--- src/rtl/axis_fifo_ctrl_sc.sv ---
// Single-clock AXIS read controller: unpacks util_fifo words into a 2-entry
// registered output buffer, with optional word-granular store-and-forward gating.
module axis_fifo_ctrl_sc #(
    parameter int unsigned BUS_WIDTH   = 1,
    parameter int unsigned USER_WIDTH  = 1,
    parameter int unsigned DEST_WIDTH  = 1,
    parameter int unsigned FIFO_POWER  = 8,
    parameter int unsigned PACKET_MODE = 0
) (
    input  logic                                                   aclk,
    input  logic                                                   arst,
    output logic                                                   m_axis_tvalid,
    input  logic                                                   m_axis_tready,
    output logic [BUS_WIDTH*8-1:0]                                 m_axis_tdata,
    output logic [BUS_WIDTH-1:0]                                   m_axis_tkeep,
    output logic                                                   m_axis_tlast,
    output logic [USER_WIDTH-1:0]                                  m_axis_tuser,
    output logic [DEST_WIDTH-1:0]                                  m_axis_tdest,
    input  logic                                                   wr_en,
    input  logic                                                   wr_tlast,
    input  logic                                                   wr_full,
    output logic                                                   rd_en,
    input  logic                                                   rd_valid,
    input  logic [BUS_WIDTH*8+BUS_WIDTH+USER_WIDTH+DEST_WIDTH:0]   rd_data,
    input  logic                                                   rd_empty,
    output logic [FIFO_POWER:0]                                    pkt_count,
    output logic                                                   pkt_flush
);
    localparam int unsigned DW = BUS_WIDTH * 8;
    localparam int unsigned WW = DW + BUS_WIDTH + USER_WIDTH + DEST_WIDTH + 1;
    localparam int unsigned CW = FIFO_POWER + 1;
    localparam int unsigned U_LO = DEST_WIDTH + 1;
    localparam int unsigned K_LO = U_LO + USER_WIDTH;
    localparam bit PM = (PACKET_MODE != 0);
    localparam logic [CW-1:0] ONE     = CW'(1);
    localparam logic [CW-1:0] CNT_MAX = {1'b1, {FIFO_POWER{1'b0}}};

    typedef struct packed {
        logic          ftail;
        logic [WW-1:0] word;
    } ent_t;

    ent_t          head_q, tail_q, new_ent;
    logic [1:0]    occ_q, level;
    logic          inflight_q, inflight_tail_q;
    logic          full_q, pkt_flush_q, fl_mark_q, fl_mark_d;
    logic [CW-1:0] pend_q, pend_d, rel_q, rel_d, pkt_q, pkt_d, fl_left_q, fl_left_d;
    logic          pop, allow, wr_acc, commit, force_rel, rd_tail, inc, dec;

    assign m_axis_tvalid = (occ_q != 2'd0);
    assign pop           = m_axis_tvalid & m_axis_tready;

    assign m_axis_tdata = m_axis_tvalid ? head_q.word[WW-1:WW-DW]         : '0;
    assign m_axis_tkeep = m_axis_tvalid ? head_q.word[K_LO+BUS_WIDTH-1:K_LO] : '0;
    assign m_axis_tuser = m_axis_tvalid ? head_q.word[U_LO+USER_WIDTH-1:U_LO] : '0;
    assign m_axis_tdest = m_axis_tvalid ? head_q.word[DEST_WIDTH:1]       : '0;
    assign m_axis_tlast = m_axis_tvalid ? head_q.word[0]                  : 1'b0;

    assign level  = occ_q + {1'b0, inflight_q} - {1'b0, pop};
    assign allow  = !PM || (rel_q != '0);
    assign rd_en  = !arst && !rd_empty && allow && (level < 2'd2);

    assign wr_acc    = wr_en && !wr_full;
    assign commit    = PM && wr_acc && wr_tlast;
    assign force_rel = PM && wr_full && !full_q && (pend_q != '0);

    assign inc = commit || force_rel;
    assign dec = PM && pop && (head_q.word[0] || head_q.ftail);

    assign new_ent   = '{ftail: inflight_tail_q, word: rd_data};
    assign pkt_count = pkt_q;
    assign pkt_flush = pkt_flush_q;

    always_comb begin
        pend_d    = pend_q;
        rel_d     = rel_q;
        fl_left_d = fl_left_q;
        fl_mark_d = fl_mark_q;
        rd_tail   = 1'b0;
        pkt_d     = pkt_q;
        if (commit) begin
            rel_d  = rel_q + pend_q + ONE;
            pend_d = '0;
        end else if (PM && wr_acc) begin
            pend_d = pend_q + ONE;
        end else if (force_rel) begin
            rel_d  = rel_q + pend_q;
            pend_d = '0;
        end
        if (PM && rd_en) rel_d = rel_d - ONE;
        // Flush tail is located by counting released words ahead of it in read order.
        if (rd_en && fl_mark_q) begin
            if (fl_left_q == ONE) begin
                rd_tail   = 1'b1;
                fl_mark_d = 1'b0;
            end else begin
                fl_left_d = fl_left_q - ONE;
            end
        end
        if (force_rel) begin
            fl_left_d = rel_q + pend_q - (rd_en ? ONE : '0);
            fl_mark_d = 1'b1;
        end
        if (inc && !dec && pkt_q != CNT_MAX) pkt_d = pkt_q + ONE;
        else if (dec && !inc && pkt_q != '0) pkt_d = pkt_q - ONE;
    end

    always_ff @(posedge aclk) begin
        if (arst) begin
            head_q          <= '0;
            tail_q          <= '0;
            occ_q           <= 2'd0;
            inflight_q      <= 1'b0;
            inflight_tail_q <= 1'b0;
            full_q          <= 1'b0;
            pkt_flush_q     <= 1'b0;
            fl_mark_q       <= 1'b0;
            fl_left_q       <= '0;
            pend_q          <= '0;
            rel_q           <= '0;
            pkt_q           <= '0;
        end else begin
            inflight_q      <= rd_en;
            inflight_tail_q <= rd_tail;
            full_q          <= wr_full;
            pkt_flush_q     <= force_rel;
            fl_mark_q       <= fl_mark_d;
            fl_left_q       <= fl_left_d;
            pend_q          <= pend_d;
            rel_q           <= rel_d;
            pkt_q           <= pkt_d;
            case ({rd_valid, pop})
                2'b10: begin
                    if (occ_q == 2'd0) head_q <= new_ent;
                    else               tail_q <= new_ent;
                    occ_q <= occ_q + 2'd1;
                end
                2'b01: begin
                    head_q <= tail_q;
                    occ_q  <= occ_q - 2'd1;
                end
                2'b11: begin
                    if (occ_q == 2'd1) begin
                        head_q <= new_ent;
                    end else begin
                        head_q <= tail_q;
                        tail_q <= new_ent;
                    end
                end
                default: ;
            endcase
        end
    end
endmodule

--- config.mk ---
export PLATFORM = sky130hd
export DESIGN_NAME = axis_fifo_ctrl_sc
export DESIGN_NICKNAME = d
export VERILOG_FILES = /design/src/rtl/axis_fifo_ctrl_sc.sv
export SDC_FILE = /design/constraint.sdc
export NUM_CORES = 1
export LEC_CHECK = 0
export CORE_UTILIZATION = 49
export CTS_CLUSTER_SIZE = 28
export DETAILED_ROUTE_END_ITERATION = 8
export GPL_ROUTABILITY_DRIVEN = 1
export PLACE_DENSITY = 0.84
export REMOVE_ABC_BUFFERS = 1
export SKIP_LAST_GASP = 1
export SYNTH_ARGS = -nofsm -noshare
export SYNTH_HDL_FRONTEND = slang
export SYNTH_SLANG_ARGS = --single-unit
--- constraint.sdc ---
create_clock -name aclk -period 3.2 [get_ports aclk]
set_clock_uncertainty 0.15 [all_clocks]
set_input_delay 0.96 -clock aclk [delete_from_list [all_inputs] [get_ports aclk]]
set_output_delay 0.96 -clock aclk [all_outputs]
set_load 0.01 [all_outputs]
==> results of run 1 <==
[metal layers]
layer  part of all wire [%]  global-route usage, %  wire length [µm]  vias to the layer above
li1                       -                      -                 -                      570
met1                     44                   27.3              1170                      498
met2                     49                   30.7              1300                       42
met3                    5.4                   3.33               143                        2
met4                   0.76                   6.84                20                        0
met5                      0                      0                 0                        -
[placed cells by master, fill, tap and decap left out, types with 2 or more instances in the layout]
cell / Yosys / layout
conb_1: 1 / 10
dfxtp_1: 27 / 26
xnor2_1: 3 / 3
nor2b_1: 13 / 12
a21oi_2: 2 / 2
a211oi_1: 3 / 3
nor3_1: 2 / 2
buf_4: 11 / 5
clkbuf_4: 0 / 3
clkdlybuf4s50_1: 0 / 28
inv_1: 2 / 2
mux2i_1: 16 / 16
nor2_1: 28 / 28
a311oi_1: 8 / 8
nand2_1: 22 / 22
ha_1: 3 / 3
[final timing paths]
path                      start         to  slack, ps  cells past startpoint
setup / recovery  m_axis_tready      rd_en        100                      6
setup reg to reg       occ_q[1]  head_q[7]       1040                      7
hold reg to reg       tail_q[0]  head_q[0]        340                      2
hold / removal        tail_q[0]  head_q[0]        340                      2
[cell usage after synthesis]
cell,number,area share (%)
nor2_1,28,7.7
buf_2,3,1.1
mux2i_1,16,12
o21ai_0,1,0.37
ha_1,3,2.8
buf_4,11,6.1
a2111oi_0,1,0.65
conb_1,1,0.28
a21oi_2,2,1.3
buf_1,1,0.28
nand2_1,22,6.1
xnor2_1,3,1.9
nor3_1,2,0.74
nand2_2,1,0.46
nand3_1,1,0.37
a211oi_1,3,1.7
or3_1,1,0.46
clkbuf_1,3,0.83
nand2b_4,1,1.0
and3_1,1,0.46
dfxtp_1,27,40
buf_6,1,0.83
a31oi_1,1,0.46
a311oi_1,8,5.2
and2_1,1,0.46
inv_1,2,0.55
inv_2,1,0.28
nor2b_1,13,6.0
[cell families (layout without fill, tap and decap cells)]
group,Yosys count,after routing,synth area share [%]
AOI/OAI and AO/OA,16,16,9.59
xor gates and xnor gates,3,3,1.94
adders and majority gates,3,3,2.77
buffers and inverters,22,42,9.96
DFF,27,27,39.9
muxes,16,16,11.8
other,1,10,0.276
and+or+nand+nor,71,71,23.8
[flip-flops by register name, summed over array words and instances (netlist names)]
name,count
tail_q,12
inflight_q,1
head_q,12
occ_q,2
[metrics by stage]
step	std cells	util (%)
finish	218	65.8
detailed placement	214	64.5
global placement	214	64.5
floorplan	149	-
global route	218	65.8
CTS	218	65.7
[cell type report]
| cell class | count | area share (%) |
|---|---|---|
| clock buffers | 3 | 1.35 |
| clock inverters | 1 | 0.448 |
| repair buffers | 35 | 19.8 |
| flip-flops and latches | 27 | 32.4 |
| multi-input cells | 119 | 43.1 |
| inverters | 3 | 0.673 |
| well taps | 30 | 2.24 |
[critical path: stages]
cell,delay (ps)
dlygate4sd2_1,210
nor2b_4,150
mux2i_1,220
xnor2_1,120
nor3_1,180
buf_2,160
[power by group]
part           total (µW)  switching (µW)  internal, µW
registers             485            49.8           435
clock network         156             108          47.8
logic                 671             354           317
total                1310             512           800
[what timing repair did]
| action | CTS | global route |
|---|---|---|
| resized for setup | 7 | 1 |
| pin swaps | 2 | 0 |
| endpoints found under the setup margin | 1 | 6 |
| hold buffers | 0 | 0 |
==> results by group, run 1 <==
Status
  – Status: finished, final reports clean

STA
  – Highest clock rate: 323 MHz
  – Hold Slack: 343 ps
  – Final worst setup slack: 100 ps
  – Crit share post-route: 96.9%
  – Setup TNS: 0 ps
  – RSZ-0062 raised after global routing: false
  – Max Slew Vio Count: 0
  – Final min period: 3100 ps
  – Hold Vio Cnt, Final: 0
  – Endpoints failing setup: 0

Placement
  – PortBufs: 30
  – Placed cell area: 1640 µm²
  – DPL Wire Length: 1930 µm
  – RePlAce Congestion: 0.841
  – Pre-CTS setup slack: -586 ps

Yosys
  – Seq/Total Area, Yosys: 39.9%
  – Netlist cell types: 28
  – Synth warn: 0
  – Cells after Synth: 159
  – #FFs+latches synth: 27
  – Post-Syn Area per Cell: 8.53 µm²
  – Mapped Area: 1360 µm²

Global routing
  – Pin count of the biggest net entering global routing: 28
  – GRT Total Usage: 19.8%
  – First-pass GRT wire length: 4230 µm
  – Initial antenna violation count: 0
  – GRT overflow: 0
  – Vias in the first global route: 957

Cells and area
  – Flip-flop and latch area: 542 µm²
  – Multi-input logic area: 722 µm²
  – Area delta synth->final: 23.4%
  – Post-layout instance area: 1670 µm²
  – Antenna cells: 0
  – Filler cells: 220
  – Layout cells sized above 1: 9.04%
  – Net count, final: 212

Drt
  – Detail Route Antenna Nets: 0
  – WL per Instance: 12.0 µm
  – DRC: 0
  – Avg Vias per Cell: 5.10
  – Drt first pass iters: 4
  – Initial drt markers: 29
  – WL final: 2630 µm
  – Routed vias: 1112

Pwr
  – Total power: 1310 µW
  – PD cells: 784 nW/µm²
  – Max VDD drop: 0.573 mV
  – Total leakage power: 0.000653 µW

Clock tree
  – CTS root buf: clkbuf_4
  – TritonCTS clock tree: yes
  – # Post-CTS Setup Buffers: 0
  – Sink Count: 27
  – TritonCTS buffer count: 3
  – Worst skew pair latency: 330 ps
  – H-tree depth: 1
  – Clk slew on worst S/H paths: 160 ps
  – Clk buf depth: 2

Floorplan
  – Die Span X: 54.6 µm
  – Starting density of the core: 53.3%
  – Core area: 2540 µm²
  – Row Count: 18
  – Die footprint: 2980 µm²
  – I/O pins: 44
  – Die Ht: 54.6 µm

Critical path
  – Crit-path max FO: 2
  – CP startpoint kind: primary input
  – Data required, critical path: 2090 ps
  – CP endpoint kind: primary output
  – CP Class: primary input to primary output
  – WP data arrival: 1990 ps

Job
  – Max-cap violations: 0

Min path
  – Type of the most critical hold path: register to register
Power figures use the tool's default switching activity.
==> inputs of run 2 (changes only) <==
--- a/config.mk
+++ b/config.mk
@@ -5,11 +5,11 @@
 export SDC_FILE = /design/constraint.sdc
 export NUM_CORES = 1
 export LEC_CHECK = 0
-export CORE_UTILIZATION = 49
+export CORE_UTILIZATION = 45
 export CTS_CLUSTER_SIZE = 28
 export DETAILED_ROUTE_END_ITERATION = 8
 export GPL_ROUTABILITY_DRIVEN = 1
-export PLACE_DENSITY = 0.84
+export PLACE_DENSITY = 0.78
 export REMOVE_ABC_BUFFERS = 1
 export SKIP_LAST_GASP = 1
 export SYNTH_ARGS = -nofsm -noshare
==> constraint.sdc (replaced) <==
create_clock -name aclk -period 3 [get_ports aclk]
set_clock_uncertainty 0.15 [all_clocks]
set_input_delay 0.9 -clock aclk [delete_from_list [all_inputs] [get_ports aclk]]
set_output_delay 0.9 -clock aclk [all_outputs]
set_load 0.01 [all_outputs]
==> run 2 against run 1 <==
  * The flow now finishes with violations (design-rule violations)
  * Non-clock buffer count up 5
  * Cell count grew 2.8%
  * Largest cell class unchanged
  * Total power grew 9.2%
  * Via count increased by 0.63%
  * Hold slack worse by 4.6 ps
  * Flip-flop and latch count unchanged
==> results by group, run 2 (synthesis gave the netlist of run 1 again) <==
STA
  – Highest clock rate: 341 MHz
  – RSZ-0062 raised after global routing: true
  – Endpoints failing setup: 0
  – Final min period: 2940 ps
  – Crit share post-route: 97.9%
  – Max Slew Vio Count: 0
  – Hold Slack: 338 ps
  – Hold Vio Cnt, Final: 0

Critical path
  – Reg2Reg Depth: 7
  – Data required, critical path: 1950 ps
  – CP endpoint kind: primary output
  – Flop2flop setup slack: 970 ps
  – Crit-path max FO: 16
  – CP startpoint kind: register
  – Worst r2r src: occ_q[1]
  – CP Class: register to primary output
  – WP data arrival: 1890 ps
  – Reg2reg end: head_q[8]

Drt
  – Detail Route Antenna Nets: 0
  – WL final: 2580 µm
  – Routed vias: 1119
  – WL per Instance: 11.5 µm
  – Initial drt markers: 34
  – DRC: 6
  – Drt first pass iters: 6
  – Avg Vias per Cell: 5.00

Clock tree
  – Clk slew on worst S/H paths: 140 ps
  – Sink Count: 27
  – Post-CTS Hold Buffers: 0
  – Clk buf depth: 2
  – CTS root buf: clkbuf_4
  – TritonCTS clock tree: yes
  – TritonCTS buffer count: 3
  – Worst skew pair latency: 320 ps
  – H-tree depth: 1

Cells and area
  – Layout Utilization: 61.6%
  – Layout cells sized above 1: 11.4%
  – Net count, final: 217
  – Commonest non-fill, non-tap cell in the layout: nor2_1
  – Area delta synth->final: 27.4%
  – Top Registers: head_q: 12 flops, tail_q: 12 flops, occ_q: 2 flops
  – Antenna cells: 0
  – Most frequent cells in the layout: 28 x nor2_1, 26 x dfxtp_1, 22 x nand2_1, 22 x clkdlybuf4s50_1, 16 x mux2i_1
  – Fin cells: 224
  – Post-layout instance area: 1730 µm²

Floorplan
  – I/O pins: 44
  – Die Ht: 56.9 µm
  – Die footprint: 3240 µm²
  – Starting density of the core: 48.3%
  – Row Count: 19
  – Core area: 2810 µm²
  – Die Span X: 56.9 µm

Global routing
  – GRT overflow: 0
  – Vias in the first global route: 1024
  – First-pass GRT wire length: 4280 µm
  – GRT Total Usage: 16.7%
  – Pin count of the biggest net entering global routing: 28
  – Initial antenna violation count: 0

Min path
  – WHS Endpoint: head_q[6]
  – Type of the most critical hold path: register to register
  – Hold Startpoint: tail_q[6]
  – Hold Crit Depth: 2

Pwr
  – Total leakage power: 0.000783 µW
  – PD cells: 829 nW/µm²
  – Max VDD drop: 0.553 mV
  – Total power: 1430 µW

Placement
  – PortBufs: 30
  – RePlAce Congestion: 0.717
  – DPL Wire Length: 1940 µm
  – Placed cell count: 219
  – Placed cell area: 1670 µm²

Job
  – Max-cap violations: 0

Status
  – Violated checks: design-rule violations
  – Status: finished, violations left
run 2: cell count changes in the layout (fill, tap and decap cells not counted):
cell and delta:
dlymetal6s2s_1 +6, buf_4 +5, clkdlybuf4s50_1 -6
run 2: repair_timing:
action / in CTS / in global routing
gates resized for setup: 7 / 7
gates cloned: 0 / 0
setup buffers: 1 / 0
setup endpoints to repair: 1 / 13
pin swaps: 2 / 1
run 2: critical path, stage by stage, from the launching register on:
cell and delay [ps]:
dfxtp_2 380, inv_1 80, ha_1 230, buf_4 210
nor2b_1 120, clkdlybuf4s50_1 540
run 2: worst max path at each step:
| stage | slack (ps) | from | endpoint |
|---|---|---|---|
| after floorplan | 220 | m_axis_tready | rd_en |
| after global placement | -630 | m_axis_tready | rd_en |
| after detailed placement | -660 | m_axis_tready | rd_en |
| after global routing | -70 | m_axis_tready | rd_en |
| final | 60 | occ_q[1] | m_axis_tuser |
| after CTS | -30 | occ_q[1] | m_axis_tdata[6] |
run 2: power by group:
group	switching [µW]	total, µW	internal, µW
Combinational	387	759	373
Clock	110	161	51.1
Sequential	47.6	512	464
Total	544	1430	888
run 2: area by class of cell:
class,count,area (µm²)
Fill cell,252,1080
Clock inverter,1,7.51
Multi-Input combinational cell,119,722
Timing Repair Buffer,40,384
Tap cell,31,38.8
Inverter,3,11.3
Sequential cell,27,542
Clock buffer,3,22.5
run 2: per-stage QoR:
stage                     setup WS, ps  setup TNS [ps]
final                             64.0               0
after global routing             -68.4            -210
after CTS                        -27.6           -49.2
after detailed placement          -664            -664
after global placement            -627            -627
after floorplan                    224               0
run 2: metal layers:
| metal | global-route usage, % | wire length (µm) |
|---|---|---|
| met1 | 19.6 | 1090 |
| met2 | 30.3 | 1310 |
| met3 | 4.84 | 163 |
| met5 | 0 | 0 |
| met4 | 3.14 | 8 |
